**src/rtl/clock_pkg.sv**
```systemverilog
// Shared types and helpers for the wall-clock time-set front end.
// Mode encoding, BCD digit type, field limits and cycle-count helpers.
package clock_pkg;

  typedef enum logic [1:0] {
    MODE_RUN    = 2'b00,
    MODE_SET_HH = 2'b01,
    MODE_SET_MM = 2'b10
  } mode_e;

  typedef logic [3:0] bcd_t;

  localparam int unsigned HOUR_MAX = 32'd23;
  localparam int unsigned MIN_MAX  = 32'd59;

  function automatic int unsigned ms_to_cycles(input int unsigned clk_hz, input int unsigned ms);
    return (clk_hz / 32'd1000) * ms;
  endfunction

  function automatic int unsigned cnt_width(input int unsigned n);
    return (n > 32'd1) ? $clog2(n) : 32'd1;
  endfunction

  function automatic int unsigned bcd_value(input bcd_t t, input bcd_t u);
    return ({28'd0, t} * 32'd10) + {28'd0, u};
  endfunction

endpackage

```
**src/rtl/btn_conditioner.sv**
```systemverilog
// Raw active-low push-button to single-cycle press events: 2-FF sync,
// counted debounce, rising-edge detect and optional hold-to-repeat.
module btn_conditioner
  import clock_pkg::*;
#(
  parameter int unsigned DB_CYC    = 32'd1000000,
  parameter int unsigned RP_CYC    = 32'd12500000,
  parameter bit          REPEAT_EN = 1'b0
) (
  input  logic clk,
  input  logic rst,
  input  logic btn_n_i,
  output logic event_o
);

  localparam int unsigned DB_W = cnt_width(DB_CYC);
  localparam int unsigned RP_W = cnt_width(RP_CYC);

  logic            sync1_q, sync2_q;
  logic            level_q, level_d;
  logic [DB_W-1:0] db_cnt_q, db_cnt_d;
  logic [RP_W-1:0] rp_cnt_q, rp_cnt_d;
  logic            event_q, event_d;
  logic            flip_s;

  always_ff @(posedge clk or posedge rst) begin
    if (rst) begin
      sync1_q  <= 1'b0;
      sync2_q  <= 1'b0;
      level_q  <= 1'b0;
      db_cnt_q <= {DB_W{1'b0}};
      rp_cnt_q <= {RP_W{1'b0}};
      event_q  <= 1'b0;
    end else begin
      sync1_q  <= ~btn_n_i;
      sync2_q  <= sync1_q;
      level_q  <= level_d;
      db_cnt_q <= db_cnt_d;
      rp_cnt_q <= rp_cnt_d;
      event_q  <= event_d;
    end
  end

  // A repeat is suppressed in the cycle the level releases so a release never adds a step.
  always_comb begin
    level_d  = level_q;
    db_cnt_d = {DB_W{1'b0}};
    rp_cnt_d = {RP_W{1'b0}};
    event_d  = 1'b0;
    flip_s   = 1'b0;
    if (sync2_q != level_q) begin
      if (db_cnt_q == DB_W'(DB_CYC - 32'd1)) begin
        flip_s  = 1'b1;
        level_d = sync2_q;
      end else begin
        db_cnt_d = db_cnt_q + DB_W'(32'd1);
      end
    end else begin
      db_cnt_d = {DB_W{1'b0}};
    end
    if (flip_s) begin
      event_d = sync2_q;
    end else if (REPEAT_EN && level_q) begin
      if (rp_cnt_q == RP_W'(RP_CYC - 32'd1)) begin
        event_d  = 1'b1;
        rp_cnt_d = {RP_W{1'b0}};
      end else begin
        rp_cnt_d = rp_cnt_q + RP_W'(32'd1);
      end
    end else begin
      rp_cnt_d = {RP_W{1'b0}};
    end
  end

  assign event_o = event_q;

endmodule

```
**src/rtl/clock_set_ctrl.sv**
```systemverilog
// Time-set front end: MODE/INC conditioning, RUN/SET_HH/SET_MM FSM, BCD edit
// registers, load/hold handshake to the counter chain and digit blink mask.
module clock_set_ctrl
  import clock_pkg::*;
#(
  parameter int unsigned CLK_HZ      = 32'd50000000,
  parameter int unsigned DEBOUNCE_MS = 32'd20,
  parameter int unsigned REPEAT_MS   = 32'd250,
  parameter int unsigned BLINK_HZ    = 32'd2,
  parameter int unsigned TIMEOUT_S   = 32'd10
) (
  input  logic       clk,
  input  logic       rst,
  input  logic       btn_mode_n,
  input  logic       btn_inc_n,
  input  logic [3:0] cur_hh_t,
  input  logic [3:0] cur_hh_u,
  input  logic [3:0] cur_mm_t,
  input  logic [3:0] cur_mm_u,
  output logic [3:0] set_hh_t,
  output logic [3:0] set_hh_u,
  output logic [3:0] set_mm_t,
  output logic [3:0] set_mm_u,
  output logic       load,
  output logic       hold_run,
  output logic [3:0] blink_mask,
  output logic [1:0] mode
);

  localparam int unsigned DB_CYC = ms_to_cycles(CLK_HZ, DEBOUNCE_MS);
  localparam int unsigned RP_CYC = ms_to_cycles(CLK_HZ, REPEAT_MS);
  localparam int unsigned BL_CYC = CLK_HZ / (32'd2 * BLINK_HZ);
  localparam int unsigned TO_CYC = CLK_HZ * TIMEOUT_S;
  localparam int unsigned BL_W   = cnt_width(BL_CYC);
  localparam int unsigned TO_W   = cnt_width(TO_CYC);

  // Out-of-range captured fields are replaced by 00 rather than clamped.
  function automatic logic [7:0] sanitize(input bcd_t t, input bcd_t u, input int unsigned max);
    if ((t > 4'd9) || (u > 4'd9) || (bcd_value(t, u) > max)) begin
      return 8'h00;
    end else begin
      return {t, u};
    end
  endfunction

  function automatic logic [7:0] bcd_inc(input bcd_t t, input bcd_t u, input int unsigned max);
    if (bcd_value(t, u) >= max) begin
      return 8'h00;
    end else if (u == 4'd9) begin
      return {t + 4'd1, 4'd0};
    end else begin
      return {t, u + 4'd1};
    end
  endfunction

  logic            mode_ev_s, inc_ev_s, inc_only_s, timeout_s, restart_s;
  mode_e           mode_q, mode_d;
  logic [7:0]      hh_q, hh_d, mm_q, mm_d;
  logic            load_q, load_d, hold_q, hold_d, phase_q, phase_d;
  logic [3:0]      blink_q, blink_d;
  logic [BL_W-1:0] bl_cnt_q, bl_cnt_d;
  logic [TO_W-1:0] to_cnt_q, to_cnt_d;

  btn_conditioner #(.DB_CYC(DB_CYC), .RP_CYC(RP_CYC), .REPEAT_EN(1'b0)) u_mode_btn (
    .clk(clk), .rst(rst), .btn_n_i(btn_mode_n), .event_o(mode_ev_s)
  );

  btn_conditioner #(.DB_CYC(DB_CYC), .RP_CYC(RP_CYC), .REPEAT_EN(1'b1)) u_inc_btn (
    .clk(clk), .rst(rst), .btn_n_i(btn_inc_n), .event_o(inc_ev_s)
  );

  always_ff @(posedge clk or posedge rst) begin
    if (rst) begin
      mode_q   <= MODE_RUN;
      hh_q     <= 8'h00;
      mm_q     <= 8'h00;
      load_q   <= 1'b0;
      hold_q   <= 1'b0;
      phase_q  <= 1'b0;
      blink_q  <= 4'b0000;
      bl_cnt_q <= {BL_W{1'b0}};
      to_cnt_q <= {TO_W{1'b0}};
    end else begin
      mode_q   <= mode_d;
      hh_q     <= hh_d;
      mm_q     <= mm_d;
      load_q   <= load_d;
      hold_q   <= hold_d;
      phase_q  <= phase_d;
      blink_q  <= blink_d;
      bl_cnt_q <= bl_cnt_d;
      to_cnt_q <= to_cnt_d;
    end
  end

  // MODE outranks INC when both events land in the same cycle.
  always_comb begin
    mode_d     = mode_q;
    hh_d       = hh_q;
    mm_d       = mm_q;
    load_d     = 1'b0;
    hold_d     = hold_q;
    restart_s  = 1'b0;
    inc_only_s = inc_ev_s & ~mode_ev_s;
    timeout_s  = (to_cnt_q == TO_W'(TO_CYC - 32'd1));
    case (mode_q)
      MODE_RUN: begin
        if (mode_ev_s) begin
          mode_d    = MODE_SET_HH;
          hh_d      = sanitize(cur_hh_t, cur_hh_u, HOUR_MAX);
          mm_d      = sanitize(cur_mm_t, cur_mm_u, MIN_MAX);
          hold_d    = 1'b1;
          restart_s = 1'b1;
        end else begin
          hold_d = 1'b0;
        end
      end
      MODE_SET_HH: begin
        if (mode_ev_s) begin
          mode_d    = MODE_SET_MM;
          restart_s = 1'b1;
        end else if (inc_only_s) begin
          hh_d      = bcd_inc(hh_q[7:4], hh_q[3:0], HOUR_MAX);
          restart_s = 1'b1;
        end else if (timeout_s) begin
          mode_d    = MODE_RUN;
          hold_d    = 1'b0;
          restart_s = 1'b1;
        end else begin
          hold_d = 1'b1;
        end
      end
      MODE_SET_MM: begin
        if (mode_ev_s) begin
          mode_d    = MODE_RUN;
          load_d    = 1'b1;
          hold_d    = 1'b0;
          restart_s = 1'b1;
        end else if (inc_only_s) begin
          mm_d      = bcd_inc(mm_q[7:4], mm_q[3:0], MIN_MAX);
          restart_s = 1'b1;
        end else if (timeout_s) begin
          mode_d    = MODE_RUN;
          hold_d    = 1'b0;
          restart_s = 1'b1;
        end else begin
          hold_d = 1'b1;
        end
      end
      default: begin
        mode_d    = MODE_RUN;
        hold_d    = 1'b0;
        restart_s = 1'b1;
      end
    endcase
  end

  // Blink phase restarts at 0 so a freshly changed digit is visible at once.
  always_comb begin
    to_cnt_d = to_cnt_q + TO_W'(32'd1);
    bl_cnt_d = bl_cnt_q + BL_W'(32'd1);
    phase_d  = phase_q;
    blink_d  = 4'b0000;
    if ((mode_d == MODE_RUN) || mode_ev_s || inc_ev_s) begin
      to_cnt_d = {TO_W{1'b0}};
    end else begin
      to_cnt_d = to_cnt_q + TO_W'(32'd1);
    end
    if (restart_s) begin
      bl_cnt_d = {BL_W{1'b0}};
      phase_d  = 1'b0;
    end else if (bl_cnt_q == BL_W'(BL_CYC - 32'd1)) begin
      bl_cnt_d = {BL_W{1'b0}};
      phase_d  = ~phase_q;
    end else begin
      bl_cnt_d = bl_cnt_q + BL_W'(32'd1);
    end
    case (mode_d)
      MODE_SET_HH: blink_d = {phase_d, phase_d, 2'b00};
      MODE_SET_MM: blink_d = {2'b00, phase_d, phase_d};
      default:     blink_d = 4'b0000;
    endcase
  end

  assign set_hh_t   = hh_q[7:4];
  assign set_hh_u   = hh_q[3:0];
  assign set_mm_t   = mm_q[7:4];
  assign set_mm_u   = mm_q[3:0];
  assign load       = load_q;
  assign hold_run   = hold_q;
  assign blink_mask = blink_q;
  assign mode       = mode_q;

endmodule

```
**config.mk**
```make
export PLATFORM = sky130hd
export DESIGN_NAME = clock_set_ctrl
export DESIGN_NICKNAME = d
export VERILOG_FILES = /design/src/rtl/clock_pkg.sv /design/src/rtl/btn_conditioner.sv /design/src/rtl/clock_set_ctrl.sv
export SDC_FILE = /design/constraint.sdc
export NUM_CORES = 1
export LEC_CHECK = 0
export ABC_CLOCK_PERIOD_IN_PS = 10900
export CAP_MARGIN = 20
export CORE_MARGIN = 1
export CORE_UTILIZATION = 45
export DETAILED_ROUTE_END_ITERATION = 10
export GPL_ROUTABILITY_DRIVEN = 0
export PLACE_DENSITY = 0.63
export SLEW_MARGIN = 5
export SYNTH_ARGS = -nofsm -noshare
export SYNTH_HDL_FRONTEND = slang
export SYNTH_SLANG_ARGS = --single-unit
```
**constraint.sdc**
```tcl
create_clock -name clk -period 10.9 [get_ports clk]
set_input_delay 1.635 -clock clk [delete_from_list [all_inputs] [get_ports clk]]
set_output_delay 1.635 -clock clk [all_outputs]
set_load 0.03 [all_outputs]
```
==> impl_results.md, run 1 <==
* FP Rows at 49
* Hold_buf cts at 0
* Resized cells post-CTS at 0
* Final instance area at 9660 sq um
* Worst-path fanout max at 8
* Synth top area cells: dfrtp_1 44%, xor2_1 6.8%, ha_1 6.8%
* Worst-path clk slew at 0.05 ns
* Via count at 6,181
* Die H at 139 um
* Post-synth EDFFs at 0
* Hold Path End: u_inc_btn.sync2_q
* # clock sinks at 148
* Reg2reg start: mm_q[5]
* Die area at 19,300 sq um
* Core Box Area at 18,200 sq um
* Port Buffers at 43
* Fraction of the yosys area taken by sequential cells at 0.438
* Seq cells post-synth at 148
* Area growth, synth to finish at 14.3%
* Vias per inst at 5.37
* Most frequent cell on the critical path: ha_1
* 1st-pass router iterations at 8
* Delay-heaviest family, CP: compound AO/OA/AOI/OAI gates
* Ratio of cells with drive above 1 in the final layout at 0.0618
* Synth top cells by count: 148 x dfrtp_1, 134 x nor2_1, 66 x xor2_1
* Top-area cell type share of the netlist area at 0.438
* Hold Path Class: reg -> reg
* Antenna-violating nets left at 0
* Main synth FF type: dfrtp_1
* WHS at 0.346 ns
* Reg2reg path depth at 10
* RSZ-0062 raised after global routing: no
* Arr. time, crit path at 4.52 ns
* Post-layout power at 1.21 mW
* Min Tclk post-route at 4.18 ns
* CTS Buf Count at 17
* Final hold viol count at 0
* Initial antenna violation count at 0
* Placed insts at 1,121
* Crit share post-route at 0.384
* Ant diodes at 0
* Setup TNS at 0 ns
* Number of global-route vias before repair at 6,000
* Worst Hold Depth at 0
* Starting Density at 0.464
* Relative slew slack at 0.334
* Max Fclk at 239 MHz
* Setup Buffers After CTS at 0
* DRT Wirelength at 16,200 um
* Final setup vio count at 0
* Worst R2R End: mm_q[1]
* Largest area contributor in the synthesized netlist: dfrtp_1
* Non-Filler Instances at 1,152
* Detailed-route wire length per cell at 14.1 um
* Worst EP required at 11.23 ns
* Synth async-reset ratio at 1.00
* First-pass GRT wire length at 28,000 um
* Max_cap viols at 0
* H-tree levels at 4
* Pin count of the biggest net entering global routing at 93
* Power Dens Cells at 126 nW/um^2
* Root buffer cell: clkbuf_16
* Synthesized area at 8450 sq um
* Dpl cell area at 9050 sq um
* CP Class: in -> reg
* Number of synthesis warnings at 0
* LEAKAGE at 4.23 nW
* DP HPWL at 11,100 um
* Delay of the slowest critical-path stage at 0.60 ns
* Die width at 139 um
* Io pins at 44
* Clock buffer depth at 2
* Fin nets at 985
* Tightest Pin Transition at 0.999 ns
* Critical path buffers and inverters at 1
* Crit path max-delay cell type: clkdlybuf4s50_1
* Failing checks: design-rule violations
* Outcome: complete, but fails checks
* CP Launch Type: input port
* Global route overflow at 0
* Most numerous cell in the Yosys netlist: dfrtp_1
* CP endpoint kind: flip-flop
* Iter 0 DRT Violations at 266
* Mapped Nets at 940
* Residual DRC at 9
* Clock skew at 0.00836 ns
* CTS tree: done
* CP cell instances: clkdlybuf4s50_1 > ha_1 > ha_1 > fa_1 > nor2b_1 > o21ai_0 > o2111ai_1 > a221oi_2 > a21oi_1 > a2bb2oi_1
* Hold_sp: u_inc_btn.sync1_q
* FF-to-FF setup slack at 7.67 ns
* GRT Total Usage at 0.177
* Worst skew pair latency at 0.42 ns
* Syn Inst Count at 866
* Max VDD drop at 112 uV
* Max-slew violation count at 0
* Syn avg cell area at 9.76 sq um
* Library cells used by synthesis at 75
## cells in the final DEF, fill, tap and decap left out, drive strengths merged, types with 4 or more instances in the layout
cell type      Yosys  layout
or4                4       4
dfrtp            148     148
fa                 8       8
clkbuf             8      24
nor2             135     135
xor2              66      66
ha                46      46
nor4b              6       6
and4               5       5
nand4             18      18
nand2b             4       4
o31ai              4       4
or3               10      10
or2                5       5
and2              10      10
xnor2             45      45
nor2b              6       6
nand3b             4       4
o21ai             21      21
inv               36      37
a21o               8       8
clkdlybuf4s50      0      43
a2bb2oi            6       6
nor4              13      13
nor3              23      23
a21oi             32      32
and3              24      24
nand2             49      49
nand3             62      62
## sequential cells by signal, summed over array words and instances (netlist names), 2 cells and up
signal	cells
bl_cnt_q	24
u_mode_btn.db_cnt_q	20
hh_q	8
mm_q	8
blink_mask	2
mode	2
u_inc_btn.db_cnt_q	20
u_inc_btn.rp_cnt_q	24
to_cnt_q	29
## cell families (layout without fill, tap and decap cells)
group | Yosys count | in the layout | share of synthesized area
adder cells (fa/ha/maj) | 54 | 54 | 0.0871
AO/OA/AOI/OAI | 108 | 108 | 0.0868
buffers and inverters | 54 | 111 | 0.0315
multiplexers | 4 | 4 | 0.00503
flip-flops | 148 | 148 | 0.438
AND/OR/NAND/NOR | 387 | 387 | 0.236
XOR/XNOR | 111 | 111 | 0.115
## stage by stage
stage	setup WS [ns]	utilization
after detailed placement	6.30	0.497
after global routing	6.60	0.530
after CTS	6.74	0.530
after global placement	6.37	0.497
after floorplan	5.29	-
final	6.72	0.530
## metal layers
layer | vias to the layer above | global-route usage | share of wire
li1 | 3106 | - | -
met1 | 2986 | 0.236 | 0.49
met2 | 73 | 0.292 | 0.47
met3 | 16 | 0.0276 | 0.027
met4 | 0 | 0.0643 | 0.015
met5 | - | 0 | 0
## worst max path at each step
stage,from,end,slack (ns),cells after the start
final,cur_hh_t[1],hh_q[7],6.72,10
after global routing,cur_hh_t[1],hh_q[1],6.60,10
after CTS,cur_hh_t[1],hh_q[7],6.74,10
after detailed placement,cur_hh_t[1],hh_q[7],6.30,10
after global placement,cur_mm_t[1],mm_q[0],6.37,8
after floorplan,rst,bl_cnt_q[0],5.29,1
## cell type report
| type | count | area, sq um |
|---|---|---|
| Fill cell | 1691 | 8550 |
| Multi-Input combinational cell | 664 | 4480 |
| Sequential cell | 148 | 3700 |
| Clock buffer | 24 | 492 |
| Timing Repair Buffer | 44 | 438 |
| Tap cell | 229 | 287 |
| Inverter | 36 | 140 |
| Clock inverter | 7 | 119 |
## power breakdown
group	switching [mW]	internal (mW)
Sequential	0.00232	0.552
Combinational	0.0350	0.0214
Clock	0.219	0.384
Total	0.256	0.957
Power figures use the tool's default switching activity.
==> run 2, diff against run 1 <==
Settings changed: ABC_CLOCK_PERIOD_IN_PS 10900 to 3400, PLACE_DENSITY 0.63 to 0.65.
Clock period 10.9 ns to 3.4 ns, I/O delays scaled along.
==> impl_results.md, run 2 (synthesis gave the netlist of run 1 again) <==
* Worst-path clk slew at 0.06 ns (about the same)
* Number of global-route vias before repair at 6,068 (+1.1%)
* Commonest non-fill, non-tap cell in the layout: dfrtp_1
* P_int at 2.96 mW (+210%)
* Max Fclk at 317 MHz
* Die area at 19,300 sq um (unchanged)
* Pin count of the biggest net entering global routing at 105 (+13%)
* LEAKAGE at 4.27 nW (+1.0%)
* CTS Buf Count at 17 (unchanged)
* Root buffer cell: clkbuf_16
* Clock buffer depth at 2 (unchanged)
* Global route overflow at 0 (unchanged)
* Dpl cell area at 9150 sq um (+1.1%)
* Clock skew at 0.00969 ns (+0.00133 ns)
* Clock network power share at 0.482 (-0.014)
* Placed insts at 1,133 (+1.1%)
* Residual DRC at 8 (-1)
* Worst-path fanout max at 10 (+2)
* Setup Buffers After CTS at 0 (unchanged)
* H-tree levels at 4 (unchanged)
* Non-Filler Instances at 1,165 (+1.1%)
* Worst Hold Depth at 0 (unchanged)
* Flop pwr share at 0.469 (+0.012)
* CP Class: reg -> reg
* CTS tree: done
* Min Tclk post-route at 3.15 ns
* Antenna-violating nets left at 0 (unchanged)
* Final setup vio count at 0 (unchanged)
* 1st-pass router iterations at 8 (unchanged)
* Max-slew violation count at 0 (unchanged)
* First-pass GRT wire length at 28,500 um (+2.0%)
* Hold_buf cts at 0 (unchanged)
* Layout fillers at 1,643 (-2.8%)
* Iter 0 DRT Violations at 274 (+3.0%)
* CP cell instances: ha_1 > ha_1 > inv_1 > fa_1 > nor4b_1 > a31oi_1 > a211oi_1 > o211ai_1 > o21a_1 > o22a_1
* Via count at 6,207 (+0.42%)
* Fin nets at 997 (+1.2%)
* Max_cap viols at 0 (unchanged)
* Max reg flops at 29 (unchanged)
* Crit share post-route at 0.928
* Most frequent cells in the layout: 148 x dfrtp_1, 134 x nor2_1, 66 x xor2_1
* Net switching power at 0.831 mW (+220%)
* Ratio of cells with drive above 1 in the final layout at 0.0737 (+0.0120)
* Io pins at 44 (unchanged)
* Tightest Pin Transition at 0.727 ns (-0.273 ns)
* Resized cells post-CTS at 0 (unchanged)
* Reg with most FFs: to_cnt_q
* CP Launch Type: flip-flop
* Most frequent cell on the critical path: ha_1
* Reg2reg path depth at 10 (unchanged)
* CP endpoint kind: flip-flop
* Port Buffers at 43 (unchanged)
* Core Box Area at 18,200 sq um (unchanged)
* Max VDD drop at 362 uV (+220%)
* Worst EP required at 3.71 ns (-7.52 ns)
* FP Rows at 49 (unchanged)
* Sw Share at 0.219 (+0.00829)
* Detailed-route wire length per cell at 13.7 um (-2.2%)
* Post-layout power at 3.79 mW (+210%)
* DRT Wirelength at 16,000 um (-1.1%)
* Hold Path Class: reg -> reg
* Relative slew slack at 0.513 (+0.180)
* Vias per inst at 5.33 (-0.70%)
* Power Dens Cells at 390 nW/um^2 (+210%)
* Final instance area at 9720 sq um (+0.65%)
* Initial antenna violation count at 0 (unchanged)
* Die width at 139 um (unchanged)
* DP HPWL at 10,900 um (-1.0%)
* Combinational share of power at 0.049 (+0.003)
* Worst skew pair latency at 0.42 ns (about the same)
* Die H at 139 um (unchanged)
* Final hold viol count at 0 (unchanged)
* Top flop regs: to_cnt_q (29), bl_cnt_q (24), u_inc_btn.rp_cnt_q (24)
* Arr. time, crit path at 3.47 ns (-1.05 ns)
* Setup TNS at 0 ns (unchanged)
* Ant diodes at 0 (unchanged)
* Outcome: complete, but fails checks
* Delay of the slowest critical-path stage at 0.46 ns (-0.14 ns)
* Starting Density at 0.464 (unchanged)
* RSZ-0062 raised after global routing: no
* Failing checks: design-rule violations
* Area of the multi-input gates at 4480 sq um (unchanged)
* # clock sinks at 148 (unchanged)
* Reg area at 3700 sq um (unchanged)
* Area growth, synth to finish at 15.0%
* GRT Total Usage at 0.181 (+0.00381)
* Crit path max-delay cell type: fa_1
run 2: critical path: cells and delay by family (launching register included):
kind                       cells  cell delay [ns]
AOI/OAI and AO/OA              5             1.22
adders and majority gates      3             0.98
buffers and inverters          1             0.07
DFF                            1             0.45
and+or+nand+nor                1             0.32
run 2: per-stage QoR:
stage | setup slack (ns) | utilization | hold slack [ns]
floorplan | 0.369 | - | 0.331
global placement | 0.147 | 0.503 | 0.333
detailed placement | 0.137 | 0.503 | 0.336
CTS | 0.262 | 0.534 | 0.349
global route | 0.0606 | 0.534 | 0.357
finish | 0.245 | 0.534 | 0.348
run 2: final timing paths:
path                                     from               endpoint  slack, ns
max reg2reg                           mm_q[7]                mm_q[6]       0.25
max in group asynchronous                 rst                hh_q[4]       2.04
min in group asynchronous                 rst  u_inc_btn.rp_cnt_q[5]       0.47
max                                   mm_q[7]                mm_q[6]       0.25
min reg2reg                u_mode_btn.sync1_q     u_mode_btn.sync2_q       0.35
min                        u_mode_btn.sync1_q     u_mode_btn.sync2_q       0.35
run 2: area by class of cell:
cell class	count	area share
multi-input cells	664	0.461
flip-flops and latches	148	0.381
repair buffers	56	0.0556
clock buffers	23	0.0481
well taps	229	0.0295
inverters	36	0.0143
clock inverters	9	0.0107
run 2: metal layers:
layer	wire length, um	track usage	vias up
li1	-	-	3137
met1	7910	0.244	2976
met2	7480	0.290	80
met3	478	0.0397	14
met4	142	0.0544	0
met5	0	0	-
run 2: power by group through the flow:
stage                     logic, mW  clock network [mW]  registers, mW
after floorplan               0.121                   0           1.81
after global placement        0.187                   0           1.81
after detailed placement      0.189                   0           1.81
after CTS                     0.190                1.87           1.78
after global routing          0.213                1.96           1.78
final                         0.186                1.83           1.78
==> run 3, diff against run 2 <==
Settings changed: CAP_MARGIN 20 to unset.
==> results of run 3 <==
Same layout as run 2: the final DEF is identical, and so are final timing and power.
==> variant (flow settings as in run 2) <==
Reset style: synchronous (`rst`), changed in 2 clocked blocks.
--- a/src/rtl/btn_conditioner.sv
+++ b/src/rtl/btn_conditioner.sv
@@ -23,7 +23,7 @@
   logic            event_q, event_d;
   logic            flip_s;
 
-  always_ff @(posedge clk or posedge rst) begin
+  always_ff @(posedge clk) begin
     if (rst) begin
       sync1_q  <= 1'b0;
       sync2_q  <= 1'b0;
--- a/src/rtl/clock_set_ctrl.sv
+++ b/src/rtl/clock_set_ctrl.sv
@@ -69,7 +69,7 @@
     .clk(clk), .rst(rst), .btn_n_i(btn_inc_n), .event_o(inc_ev_s)
   );
 
-  always_ff @(posedge clk or posedge rst) begin
+  always_ff @(posedge clk) begin
     if (rst) begin
       mode_q   <= MODE_RUN;
       hh_q     <= 8'h00;
Function: no difference found for any inputs over 10 cycles, from zero or initial values and one cycle with rst high; that may be too few to reach the edited logic, so the function may still have changed.
==> variant against run 2 <==
  * Count of clock-buffer cells in the layout increased by 1
  * Design area decreased by 8.0%
  * Critical endpoint is now mm_q[1]
  * Synthesized area is 9.3% lower
  * Total power down 3.2%
  * Setup slack gained 0.21 ns
  * Wire length is 5.1% lower
  * Sequential cell count stayed put
  * Cell count is 0.69% higher
==> variant: results (changes against run 2) <==
metric,value,unit,change
NonClk Buf Share,6.16,%,+0.60 points
Fillers,1586,,-3.5%
layout cells sized above 1,5.77,%,-1.6 points
synth cell count leaders,"nor2_1, dfxtp_1, xor2_1, nand2_1, ha_1",,
vias in the first global route,5800,,-4.4%
"Clock buffers and inverters, area share",6.23,%,+0.34 points
Hold Crit Endpoint,u_inc_btn.sync2_q,,
CLK BUF,24,,+4.3%
commonest register cell after synthesis,dfxtp_1,,
max incr delay on CP,0.53,ns,+0.07 ns
clk buf depth,2,,unchanged
largest net degree at the start of global routing,29,,-72%
Clock Skew,0.0145,ns,+0.00480 ns
Hold Startpoint,u_inc_btn.sync1_q,,
wl on met1,7.77,mm,-1.8%
status,"finished, final reports clean",,
Slew headroom,49.6,%,-1.8 points
crit path DAT,3.25,ns,-0.22 ns
complex-gate fraction of the synthesized area,7.85,%,-0.83 points
sequential fraction of the synthesis area,38.6,%,-5.2 points
multi-input logic area,4460,um^2,-0.39%
CTS H-tree lvls,4,,unchanged
adder-cell area share of the yosys netlist,9.60,%,+0.89 points
met3 Use GR,3.98,%,+0.014 points
WHS Path Cells,1,,+1
peak supply drop,0.000329,V,-9.0%
worst-path fanout max,8,,-2
comb_multi_in,679,,+2.3%
Reg area,2960,um^2,-20%
Crit path max-delay family,adder cells,,
M2 GR Usage,29.9,%,+0.85 points
CTS resizes,0,,unchanged
DP HPWL,10.8,mm,-1.3%
1st-iter DRT viols,277,,+1.1%
drt first pass iters,4,,-4
crit path from,cur_mm_t[1],,
Non-clock buffers,59,,+5.4%
Async SR Flop Fraction,0,%,-100 points
biggest regs,"to_cnt_q (29), bl_cnt_q (24), u_inc_btn.rp_cnt_q (24)",,
slowest library cell on the worst path,fa_1,,
nets,1015,,+1.8%
CP endpoint,mm_q[1],,
R2R Setup Slk,0.52,ns,+0.27 ns
syn_nets,957,,+1.8%
"Distinct cells, synth",57,,-24%
top post-synthesis cells by area,"dfxtp_1, xor2_1, nor2_1, ha_1, xnor2_1",,
mux share of post-synthesis cell area,0.261,%,-0.24 points
RR Endpoint,hh_q[0],,
via density per instance,5.13,,-3.7%
wire length on met3,407,um,-15%
Num Clock Sinks,148,,unchanged
Leak,3.24,nW,-24%
met1 Usage GRT,24.8,%,+0.37 points
met2 wire length,6.94,mm,-7.3%
r2r startpoint,hh_q[5],,
Post-Route WL,15.2,mm,-5.1%
Total GRT Usage,18.6,%,+0.49 points
post-synthesis xor/xnor area fraction,13.8,%,+2.3 points
first-pass GRT wire length,26.8,mm,-6.1%
# Post-CTS Setup Buffers,0,,unchanged
==> variant: changes by cell type after synthesis, sizes merged, moves of 7 or more <==
cell,change
dfxtp,+148
xor2,+10
a22oi,+7
buf,-7
nor2,+35
nand4,+11
a211oi,+10
nand3,-19
clkbuf,+8
dfrtp,-148
a21oi,-16
nand2,+12
o21ai,-8
==> variant: stage by stage <==
stage                     util, %  instance area [um^2]  hold slack [ns]  setup slack (ns)  cells
after detailed placement     50.6                  8390            0.429            0.0515   1142
after global routing         53.9                  8940            0.447             0.252   1173
final                        53.9                  8940            0.436             0.453   1173
after CTS                    53.9                  8940            0.442             0.494   1173
after floorplan                 -                  7670            0.413             0.534    883
after global placement       50.6                  8390            0.422             0.107   1142
==> variant: power breakdown <==
part,total [W],internal [W],switching (W),leakage (nW)
logic,0.000161,0.0000765,0.0000841,1.79
registers,0.00175,0.00174,0.00000532,1.19
clock network,0.00176,0.00106,0.000701,0.263
